--- src/rtl/fifo_pkg.sv ---
// Shared defaults and state type for the FIFO read-side packer.
// Imported by the packer top; the output slice is parameter-only.
package fifo_pkg;

  localparam int DATA_WIDTH_DEF = 8;
  localparam int RATIO_DEF      = 4;

  typedef enum logic [1:0] {
    RUN     = 2'd0,
    FL_WAIT = 2'd1,
    FL_EMIT = 2'd2
  } packer_state_e;

  // Lane counter must hold 0..ratio inclusive.
  function automatic int cnt_width(input int ratio);
    return $clog2(ratio + 1);
  endfunction

endpackage

--- src/rtl/packer_out_slice.sv ---
// Single-entry holding register for the packed output stream.
// A load always wins; otherwise a handshake empties the slot while the payload stays put.
module packer_out_slice #(
  parameter int OUT_W  = 32,
  parameter int KEEP_W = 4
) (
  input  logic              clk,
  input  logic              rst_n,
  input  logic              i_load,
  input  logic [OUT_W-1:0]  i_data,
  input  logic [KEEP_W-1:0] i_keep,
  input  logic              i_last,
  input  logic              i_ready,
  output logic              o_valid,
  output logic [OUT_W-1:0]  o_data,
  output logic [KEEP_W-1:0] o_keep,
  output logic              o_last,
  output logic              o_slot_free
);

  logic              r_valid;
  logic [OUT_W-1:0]  r_data;
  logic [KEEP_W-1:0] r_keep;
  logic              r_last;

  always_ff @(posedge clk or negedge rst_n) begin
    if (!rst_n) begin
      r_valid <= 1'b0;
      r_data  <= '0;
      r_keep  <= '0;
      r_last  <= 1'b0;
    end else if (i_load) begin
      r_valid <= 1'b1;
      r_data  <= i_data;
      r_keep  <= i_keep;
      r_last  <= i_last;
    end else if (i_ready) begin
      r_valid <= 1'b0;
    end
  end

  assign o_slot_free = !r_valid || i_ready;
  assign o_valid     = r_valid;
  assign o_data      = r_data;
  assign o_keep      = r_keep;
  assign o_last      = r_last;

endmodule

--- src/rtl/fifo_rd_packer.sv ---
// Pops narrow words from a sync FIFO and packs RATIO of them into one wide
// valid/ready word; a flush pulse closes a partial word with a lane keep mask.
module fifo_rd_packer
  import fifo_pkg::*;
#(
  parameter int DATA_WIDTH = DATA_WIDTH_DEF,
  parameter int RATIO      = RATIO_DEF
) (
  input  logic                        clk,
  input  logic                        rst_n,
  input  logic                        fifo_empty,
  input  logic [DATA_WIDTH-1:0]       fifo_data_out,
  output logic                        fifo_rd_en,
  input  logic                        flush,
  output logic                        m_valid,
  input  logic                        m_ready,
  output logic [DATA_WIDTH*RATIO-1:0] m_data,
  output logic [RATIO-1:0]            m_keep,
  output logic                        m_last
);

  localparam int              OUT_W   = DATA_WIDTH * RATIO;
  localparam int              CW      = cnt_width(RATIO);
  localparam logic [CW-1:0]   RATIO_C = CW'(RATIO);
  localparam logic [CW:0]     RATIO_S = (CW + 1)'(RATIO);

  packer_state_e          r_state;
  logic [CW-1:0]          r_cnt;
  logic                   r_pend;
  logic [DATA_WIDTH-1:0]  r_lane [RATIO];

  logic [DATA_WIDTH-1:0]  w_lane_in [RATIO];
  logic [CW:0]            w_sum;
  logic [CW-1:0]          w_cnt_after;
  logic                   w_slot_free;
  logic                   w_full;
  logic                   w_load_full;
  logic                   w_load_part;
  logic                   w_load;
  logic                   w_ld_last;
  logic [RATIO-1:0]       w_part_keep;
  logic [RATIO-1:0]       w_ld_keep;
  logic [OUT_W-1:0]       w_ld_data;

  // Lanes already filled plus the one read still in flight.
  assign w_sum       = {1'b0, r_cnt} + {{CW{1'b0}}, r_pend};
  assign w_cnt_after = r_cnt + {{(CW-1){1'b0}}, r_pend};

  // A read may overlap the final capture only if that word can leave on the same edge.
  assign fifo_rd_en = rst_n && (r_state == RUN) && !fifo_empty && !flush &&
                      ((w_sum < RATIO_S) ||
                       ((w_sum == RATIO_S) && r_pend && w_slot_free));

  assign w_full      = (w_cnt_after == RATIO_C);
  assign w_load_full = w_full && w_slot_free;
  assign w_load_part = (r_state == FL_EMIT) && (r_cnt != '0) && !w_full && w_slot_free;
  assign w_load      = w_load_full || w_load_part;
  assign w_ld_last   = w_load_part || (r_state != RUN) || flush;
  assign w_ld_keep   = w_load_part ? w_part_keep : '1;

  for (genvar gi = 0; gi < RATIO; gi++) begin : g_lane
    assign w_lane_in[gi]   = (r_pend && (r_cnt == CW'(gi))) ? fifo_data_out : r_lane[gi];
    assign w_part_keep[gi] = (CW'(gi) < r_cnt);
    assign w_ld_data[gi*DATA_WIDTH +: DATA_WIDTH] = w_ld_keep[gi] ? w_lane_in[gi] : '0;
  end

  always_ff @(posedge clk or negedge rst_n) begin
    if (!rst_n) begin
      for (int k = 0; k < RATIO; k++) r_lane[k] <= '0;
    end else begin
      for (int k = 0; k < RATIO; k++) r_lane[k] <= w_lane_in[k];
    end
  end

  always_ff @(posedge clk or negedge rst_n) begin
    if (!rst_n) begin
      r_state <= RUN;
      r_cnt   <= '0;
      r_pend  <= 1'b0;
    end else begin
      r_pend <= fifo_rd_en;
      r_cnt  <= w_load ? '0 : w_cnt_after;
      case (r_state)
        RUN:     if (flush) r_state <= FL_WAIT;
        FL_WAIT: if (!r_pend) r_state <= FL_EMIT;
        // Leaves once empty or once the closing word has been loaded.
        FL_EMIT: if ((r_cnt == '0) || w_slot_free) r_state <= RUN;
        default: r_state <= RUN;
      endcase
    end
  end

  packer_out_slice #(
    .OUT_W  (OUT_W),
    .KEEP_W (RATIO)
  ) u_out_slice (
    .clk         (clk),
    .rst_n       (rst_n),
    .i_load      (w_load),
    .i_data      (w_ld_data),
    .i_keep      (w_ld_keep),
    .i_last      (w_ld_last),
    .i_ready     (m_ready),
    .o_valid     (m_valid),
    .o_data      (m_data),
    .o_keep      (m_keep),
    .o_last      (m_last),
    .o_slot_free (w_slot_free)
  );

endmodule
--- config.mk ---
export PLATFORM = sky130hd
export DESIGN_NAME = fifo_rd_packer
export DESIGN_NICKNAME = d
export VERILOG_FILES = /design/src/rtl/fifo_pkg.sv /design/src/rtl/packer_out_slice.sv /design/src/rtl/fifo_rd_packer.sv
export SDC_FILE = /design/constraint.sdc
export NUM_CORES = 1
export LEC_CHECK = 0
export ABC_CLOCK_PERIOD_IN_PS = 5200
export BUFFER_PORTS_ARGS = -buffer_cell sky130_fd_sc_hd__buf_2
export CAP_MARGIN = 20
export CORE_UTILIZATION = 59
export DETAILED_ROUTE_END_ITERATION = 10
export PLACE_DENSITY_LB_ADDON = 0.12
export SYNTH_ARGS = -nofsm -noshare
export SYNTH_HDL_FRONTEND = slang
export SYNTH_SLANG_ARGS = --single-unit
--- constraint.sdc ---
create_clock -name clk -period 5.2 [get_ports clk]
set_input_delay 0 -clock clk [delete_from_list [all_inputs] [get_ports clk]]
set_output_delay 0 -clock clk [all_outputs]
set_load 0.005 [all_outputs]
# ---- After elaboration in Yosys (flattened, before gate mapping)
# Cells that the tools add are included.
dict set report classes {
  order_cmp 5
  mux 16
  eq_ne 10
  n_reduce_logical 30
  n_addsub 2
}
# cell n
set op_table {}
lappend op_table {{two-way mux 8 bit} 8}
lappend op_table {{logical AND 1 bit} 14}
lappend op_table {{== test 3 x 2 -> 1 bit (second input constant)} 2}
lappend op_table {{logical OR 1 bit} 6}
lappend op_table {{< comparator 1 x 3 -> 1 bit (first input constant)} 2}
lappend op_table {{< comparator 2 x 3 -> 1 bit (first input constant)} 2}
lappend op_table {{two-way mux 2 bit} 3}
lappend op_table {{case mux 2 bit (3 select lines)} 1}
lappend op_table {{adder 3 x 1 -> 4 bit} 1}
lappend op_table {{== test 4 x 3 -> 1 bit (second input constant)} 1}
lappend op_table {{logical NOT 1 bit} 4}
lappend op_table {{< comparator 4 x 3 -> 1 bit (second input constant)} 1}
lappend op_table {{two-way mux 4 bit} 1}
lappend op_table {{inequality test 2 bit (second input constant)} 2}
lappend op_table {{nonzero test 2 bit} 2}
lappend op_table {{adder 3 x 1 -> 3 bit} 1}
lappend op_table {{== test 3 x 1 -> 1 bit (second input constant)} 1}
lappend op_table {{== test 3 bit (second input constant)} 1}
lappend op_table {{logical NOT 3 bit} 1}
lappend op_table {{two-way mux 3 bit} 1}
lappend op_table {{AND reduction 3 bit} 1}
lappend op_table {{nonzero test 3 bit} 1}
lappend op_table {{== test 2 x 1 -> 1 bit (second input constant)} 1}
lappend op_table {{== test 2 bit (second input constant)} 1}
lappend op_table {{3 further kinds} 4}
dict set report totals {
  in_bits 13
  register_bits 76
  output_inout_bits 39
  elab_cells 74
}

# ---- Depth between registers and ports, before layout
# Gate-level depths: netlist (run 1).
dict set report depth {
  depth_word 7
  ltp_mapped 8
  mapped_depth_nobuf 6
}

# ---- By module
# A second synthesis (run 1) with hierarchy kept.
dict set report unflattened {
  hier_cells 226
  hier_area_um2 3409.5
}
# mod cells_per_inst seq_area_each_um2 area_each_um2 n_inst
set by_module_without_submodules {}
lappend by_module_without_submodules {fifo_rd_packer 145 950.9 1919.3 1}
lappend by_module_without_submodules {packer_out_slice 81 950.9 1490.2 1}

# ---- Worst setup path after synthesis (run 1)
# OpenSTA, ideal clock, no wires.
dict set report synth_timing {
  path_kind {reg-to-reg}
  startpoint {register r_pend}
  endpoint {register u_out_slice.r_data[23] (netlist: u_out_slice.o_data[23])}
  required_ps 5079
  stages_incl_launch_ff 9
  arrival_time_ps 1857
  setup_ps 121
  path_slack_ps 3222
  n_path_buf 2
  period_less_slack_ps 1978
  path_cell_list {dfrtp_1 ha_1 ha_1 nor2_1 nand3b_4 o21a_1 buf_4 buf_6 a22o_1}
}
dict set report synth_via {
  elab_chain_len 7
  word_cells_on_any_way 11
  classes_between {add/sub (1); eq/ne (1); mux (3); reduce/logical (6)}
}
# item line_no
set synth_rtl {}
lappend synth_rtl {{start, declared} fifo_rd_packer.sv:29} ;# logic r_pend;
lappend synth_rtl {{start signal, assigned} fifo_rd_packer.sv:81} ;# r_pend <= fifo_rd_en;
lappend synth_rtl {{adder 3 x 1 -> 3 bit} fifo_rd_packer.sv:47} ;# assign w_cnt_after = r_cnt + {{(CW-1){1'b0}}, r_pend};
lappend synth_rtl {{== test 3 bit} fifo_rd_packer.sv:54} ;# assign w_full = (w_cnt_after == RATIO_C);
lappend synth_rtl {{logical NOT 1 bit} fifo_rd_packer.sv:56} ;# assign w_load_part = (r_state == FL_EMIT) && (r_cnt != '0) && !w_full && w_slot_free;
lappend synth_rtl {{logical AND 1 bit (2 in a row)} fifo_rd_packer.sv:56}
lappend synth_rtl {{two-way mux 4 bit} fifo_rd_packer.sv:59} ;# assign w_ld_keep = w_load_part ? w_part_keep : '1;
lappend synth_rtl {{two-way mux 8 bit} fifo_rd_packer.sv:64} ;# assign w_ld_data[gi*DATA_WIDTH +: DATA_WIDTH] = w_ld_keep[gi] ? w_lane_in[gi] : '0;
lappend synth_rtl {{end signal, assigned} packer_out_slice.sv:34} ;# r_data <= i_data;
lappend synth_rtl {{end, declared} packer_out_slice.sv:22} ;# logic [OUT_W-1:0] r_data;
# Parallel ways exist; a longest one is shown, timed or not.
# A chain may end at the register's enable or synchronous reset.

# ---- Worst setup path after layout (run 1)
dict set report layout_timing {
  startpoint {register r_cnt[0]}
  endpoint {register u_out_slice.r_data[4] (netlist: u_out_slice.o_data[4])}
}
dict set report layout_via {
  elab_chain_len 7
  word_cells_on_any_way 15
  classes_between {add/sub (1); order compare (1); eq/ne (1); mux (3); reduce/logical (9)}
}
# item line_no
set layout_rtl {}
lappend layout_rtl {{start, declared} fifo_rd_packer.sv:28} ;# logic [CW-1:0] r_cnt;
lappend layout_rtl {{start signal, assigned} fifo_rd_packer.sv:82} ;# r_cnt <= w_load ? '0 : w_cnt_after;
lappend layout_rtl {{adder 3 x 1 -> 3 bit} fifo_rd_packer.sv:47}
lappend layout_rtl {{== test 3 bit} fifo_rd_packer.sv:54}
lappend layout_rtl {{logical NOT 1 bit} fifo_rd_packer.sv:56}
lappend layout_rtl {{logical AND 1 bit (2 in a row)} fifo_rd_packer.sv:56}
lappend layout_rtl {{two-way mux 4 bit} fifo_rd_packer.sv:59}
lappend layout_rtl {{two-way mux 8 bit} fifo_rd_packer.sv:64}
# Parallel ways exist; a longest one is shown, timed or not.

==> results of run 1 <==
metrics by stage:
step	util (%)	total power, mW	setup WS [ps]	hold slack [ps]
3_5_place_dp	68.34	1.589	2363	178.6
2_1_floorplan	-	1.377	3222	-295.6
3_3_place_gp	68.34	1.564	2417	170.3
4_1_cts	74.91	2.046	2338	345.6
6_report	74.91	2.032	2326	335.0
5_1_grt	74.91	2.163	2166	366.8
cell type report:
type	count	area, um2	share of cell area [%]
clock buffer	15	166.4	4.612
timing repair buffer	64	385.4	10.68
inverter	10	37.54	1.040
sequential	76	1902	52.70
multi-input combinational	109	1003	27.81
tap	67	83.83	2.323
clock inverter	1	30.03	0.8322
sequential cells by signal, indices dropped and copies added (netlist names):
register / cells
r_lane: 32
u_out_slice.o_valid: 1
r_pend: 1
r_state: 2
u_out_slice.o_last: 1
u_out_slice.o_keep: 4
u_out_slice.o_data: 32
r_cnt: 3
placed cells by master, fill, tap and decap left out, types with 5 or more instances in the layout:
cell / n
dlygate4sd3_1: 12
mux2i_1: 9
nor2_1: 5
dfrtp_1: 76
o2bb2ai_1: 8
a22o_1: 16
inv_1: 10
buf_2: 50
clkbuf_8: 11
mux2_2: 32
repair_timing:
item,in CTS,in global routing
hold buffers,12,0
gates resized for setup,0,0
hold endpoints to repair,107,0
cells by family (layout without fill, tap and decap cells):
kind of cell	after synthesis	after routing	share of synthesized area (%)
DFF	76	76	63.39
muxes	42	42	15.39
AOI/OAI and AO/OA	35	35	9.216
and+or+nand+nor	29	29	7.465
buffers and inverters	18	90	3.169
adders and majority gates	2	2	0.8339
xor gates and xnor gates	1	1	0.5423
layer usage:
layer,vias up,GRT usage (%),part of all wire [%]
li1,855,-,-
met1,946,35.34,46
met2,63,37.35,48
met3,4,7.270,5.1
met4,0,8.547,0.64
met5,-,0,0
worst paths after layout:
path | start | to | slack [ps]
max in group asynchronous | rst_n | u_out_slice.o_data[1]$_DFFE_PN0P_ | 4260
max reg2reg | r_cnt[0]$_DFF_PN0_ | u_out_slice.o_data[4]$_DFFE_PN0P_ | 2330
min | rst_n | u_out_slice.o_data[31]$_DFFE_PN0P_ | 330
min reg2reg | u_out_slice.o_keep[0]$_DFFE_PN0P_ | u_out_slice.o_keep[0]$_DFFE_PN0P_ | 480
min in group clk | fifo_empty | r_pend$_DFF_PN0_ | 360
max | r_cnt[0]$_DFF_PN0_ | u_out_slice.o_data[4]$_DFFE_PN0P_ | 2330
report_power, final:
part | switching (mW) | internal (mW)
registers | 0.126 | 0.833
clock network | 0.197 | 0.249
logic | 0.294 | 0.333
==> flow_metrics.tcl, run 1 <==
set metrics [dict create \
    clock_skew_ps 6.446 \
    post_drt_via_cell_ratio 5.462 \
    syn-num-nets 218 \
    path_delay_family "compound AO/OA/AOI/OAI gates" \
    timing.critical_path.required_ps 5420 \
    synth.ff_latch_count 76 \
    grt_overflow 0 \
    path_depth 7 \
    cts_num_sinks 76 \
    power_density_nw_per_um2 563.2 \
    dr_total_vias 1868 \
    synth_seq_area_share_pct 63.39 \
    nets 285 \
    drt_iter0_markers 99 \
    port_buffers 51 \
    setup-tns-final_ps 0 \
    h_tree_lvl_count 3 \
    final.period_utilization_pct 55.27 \
    pin_count 52 \
    detail_route.drc_violations 0 \
    criticalPathCategory "reg -> reg" \
    status "finished, final reports clean" \
    grt_max_degree 78 \
    tritoncts.num_buffers 9 \
    final_setup_violation_count 0 \
    grt_pass1_wl_um 9515 \
    ys_top_cells_by_count "dfrtp_1, mux2_2, a22o_1, inv_1, mux2i_1" \
    cts.path.max_buffers 2 \
    final_design_area_no_fill_um2 3608 \
    routedWlPerCell_um 16.95 \
    detail-route-antenna-nets 0 \
    syn-cell-area_um2 3000 \
    ys_top_cells_by_area "dfrtp_1, mux2_2, a22o_1, mux2i_1, o2bb2ai_1" \
    yosys_warnings 0 \
    max_slew.worst_pin.slew_ps 930.3 \
    worstPathCellList "ha_1 -> ha_1 -> xnor2_2 -> nand3b_4 -> o21a_1 -> buf_4 -> mux2_2" \
    synthMostInstantiatedCell "dfrtp_1" \
    ys_dominant_reg_cell "dfrtp_1" \
    drt-pass1-iter-count 4 \
    detail_route.wirelength_um 5798 \
    clk_latency_ps 340 \
    maxSlewViolCount 0 \
    cap_violations 0 \
    critical_path.max_stage_delay_ps 580 \
    gp_congestion 0.7931 \
    cts-root-buf "clkbuf_8" \
    placement_rows 25 \
    die_y_um 73.31 \
    ys_async_sr_fraction_pct 100.0 \
    min-delay-path-class "in -> async" \
    core_area_um2 4817 \
    finalNonFillerCells 342 \
    antennaDiodeCount 0 \
    drive_gt1_share_pct 37.09 \
    post-synth-top-area-cell "dfrtp_1" \
    postSynthCellCount 203 \
    placedInstanceArea_um2 3292 \
    groute.usage.overall_pct 24.92 \
    syn2layout_area_growth_pct 20.27 \
    synth_top_area_share_pct 63.39 \
    fillCellCount 349 \
    yosys.cell_types.count 35 \
    placed_cells 314 \
    post_synth.cell_area_avg_um2 14.78 \
    normalized_max_slew_margin_pct 37.98 \
    worst-r2r-cell-count 7 \
    clock_pin_slew_worst_setup_and_hold_paths_ps 70 \
    initial_core_util_pct 62.29 \
    cts_setup_buffers 0 \
    worst_ir_drop_vdd_mv 0.3216 \
    floorplan.die_area_um2 5374 \
    synth_enable_flop_cells 0 \
    critical_path.endpoint_type "register" \
    critPathBufInv 1 \
    hold_viol_final 0 \
    first_global_vias 1877 \
    slowest_stage "o21a_1" \
    tritoncts_clock_tree "yes" \
    arrival_ps 3100 \
    power.static_leakage_nw 1.841 \
    antenna_found_initial 0 \
    detailedPlacementHpwl_um 3652 \
    unrepaired_setup_endpoints_after_global_routing "no" \
    crit_path_start_kind "register" \
    worst_path_most_repeated_cell "ha_1" \
    achievable-frequency_ghz 0.3480 \
    timing.final.crit_period_ps 2874 \
    worst-path-max-fanout 20 \
    dieWidth_um 73.31 \
]
Note: power is estimated with default switching activity, not from simulation.
==> run 2, diff against run 1 <==
Settings changed: ABC_CLOCK_PERIOD_IN_PS 5200 to 2800, CORE_UTILIZATION 59 to 55.
Clock period 5.2 ns to 2.8 ns, I/O delays scaled along.
==> flow_metrics.tcl, run 2 (synthesis gave the netlist of run 1 again) <==
set metrics [dict create \
    status "finished, final reports clean" \
    achievable-frequency_ghz 0.4256 \
    p_switching_mw 1.159 \
    final_setup_violation_count 0 \
    h_tree_lvl_count 3 \
    initial_core_util_pct 58.01 \
    routedWlPerCell_um 16.97 \
    tritoncts_clock_tree "yes" \
    drt-pass1-iter-count 6 \
    worst-path-max-fanout 9 \
    cts.path.max_buffers 2 \
    worstSetupStartpoint "r_cnt[0]$_DFF_PN0_" \
    fillCellCount 352 \
    multiInputGateArea_um2 1003 \
    worst_path_most_repeated_cell "ha_1" \
    syn2layout_area_growth_pct 21.98 \
    clock_skew_ps 8.567 \
    unrepaired_setup_endpoints_after_global_routing "no" \
    antennaDiodeCount 0 \
    drt_iter0_markers 83 \
    mostFrequentLayoutCell "dfrtp_1" \
    nets 286 \
    timing.final.crit_period_ps 2350 \
    critical_path.max_stage_delay_ps 520 \
    area_of_all_sequential_standard_cells_um2 1902 \
    path_delay_family "adder cells" \
    min-delay-path-class "in -> async" \
    mostFrequentLayoutCells "dfrtp_1, buf_2, mux2_2, a22o_1, dlygate4sd3_1" \
    normalized_max_slew_margin_pct 42.79 \
    r2r_start "r_cnt[0]$_DFF_PN0_" \
    core_area_um2 5172 \
    grt_max_degree 46 \
    timing.critical_path.required_ps 2800 \
    cap_violations 0 \
    worst_ir_drop_vdd_mv 0.5546 \
    port_buffers 51 \
    groute.usage.overall_pct 22.90 \
    dieWidth_um 75.86 \
    maxSlewViolCount 0 \
    setup-tns-final_ps 0 \
    cts_resized 0 \
    critical_path.endpoint_type "primary output" \
    clock_pin_slew_worst_setup_and_hold_paths_ps 80 \
    dr_total_vias 1877 \
    detail_route.drc_violations 0 \
    placedInstanceArea_um2 3316 \
    power_frac_seq_pct 46.0 \
    detail-route-antenna-nets 0 \
    cts_num_sinks 76 \
    clk_latency_ps 340 \
    final.period_utilization_pct 83.92 \
    grt_pass1_wl_um 9252 \
    criticalPathCategory "reg -> out" \
    combinationalPowerShare_pct 30.5 \
    floorplan.die_area_um2 5755 \
    final_design_area_no_fill_um2 3660 \
    first_global_vias 1902 \
    post_drt_via_cell_ratio 5.441 \
    detail_route.wirelength_um 5853 \
    grt_overflow 0 \
    cts-root-buf "clkbuf_8" \
    worstPathCellList "ha_1 -> ha_1 -> nor2_1 -> a31oi_1 -> nor4bb_1 -> buf_2" \
    power.static_leakage_nw 1.865 \
    pin_count 52 \
    tritoncts.num_buffers 9 \
    die_y_um 75.86 \
    switching_power_share_of_the_total_pct 29.83 \
    drive_gt1_share_pct 38.55 \
    antenna_found_initial 0 \
    crit_path_start_kind "register" \
    critPathBufInv 1 \
    rrSetupSlack_ps 460 \
    max_slew.worst_pin.slew_ps 852.4 \
    power_density_nw_per_um2 1062 \
    hold-worst-slack_ps 199.7 \
    pwr-share-clk_pct 23.6 \
    arrival_ps 2350 \
    gp_congestion 0.7863 \
    placement_rows 26 \
    intPower_mw 2.726 \
    hold_viol_final 0 \
    detailedPlacementHpwl_um 3782 \
    slowest_stage "dfrtp_1" \
]
## run 2: what timing repair did
action,CTS,global route
endpoints found under the hold margin,74,0
hold buffers,12,0
setup buffers,0,0
## run 2: worst paths after layout
| path | to | depth (start not counted) |
|---|---|---|
| worst max-delay path | fifo_rd_en | 6 |
| worst max register to register | u_out_slice.o_data[1]$_DFFE_PN0P_ | 7 |
| max in group asynchronous | u_out_slice.o_data[13]$_DFFE_PN0P_ | 3 |
| worst min register to register | u_out_slice.o_keep[0]$_DFFE_PN0P_ | 1 |
| min in group clk | r_pend$_DFF_PN0_ | 3 |
| worst min-delay path | r_lane[31]$_DFF_PN0_ | 2 |
## run 2: stage by stage
stage	std cells	setup WS, ps	total power [mW]	utilization, %
CTS	345	458.1	3.913	70.75
finish	345	450.2	3.885	70.75
detailed placement	318	517.0	2.980	64.10
floorplan	203	822.2	2.558	-
global placement	318	597.9	2.926	64.10
global route	345	312.4	4.121	70.75
## run 2: power groups by stage
stage	combinational, mW	sequential (mW)	clock, mW
6_report	1.18	1.79	0.915
5_1_grt	1.31	1.84	0.971
4_1_cts	1.19	1.78	0.935
3_5_place_dp	1.18	1.80	0
3_3_place_gp	1.14	1.79	0
2_1_floorplan	0.820	1.74	0
## run 2: layout make-up
type,instances,area share (%)
flip-flops and latches,76,51.97
multi-input cells,109,27.42
repair buffers,65,11.08
clock buffers,11,4.137
well taps,70,2.393
clock inverters,4,1.983
inverters,10,1.026
## run 2: metal layers
metal | global-route usage (%) | wire length (um) | vias to the layer above
li1 | - | - | 860
met1 | 30.57 | 2705 | 958
met2 | 35.69 | 2834 | 50
met3 | 3.836 | 215 | 9
met4 | 13.17 | 97 | 0
met5 | 0 | 0 | -
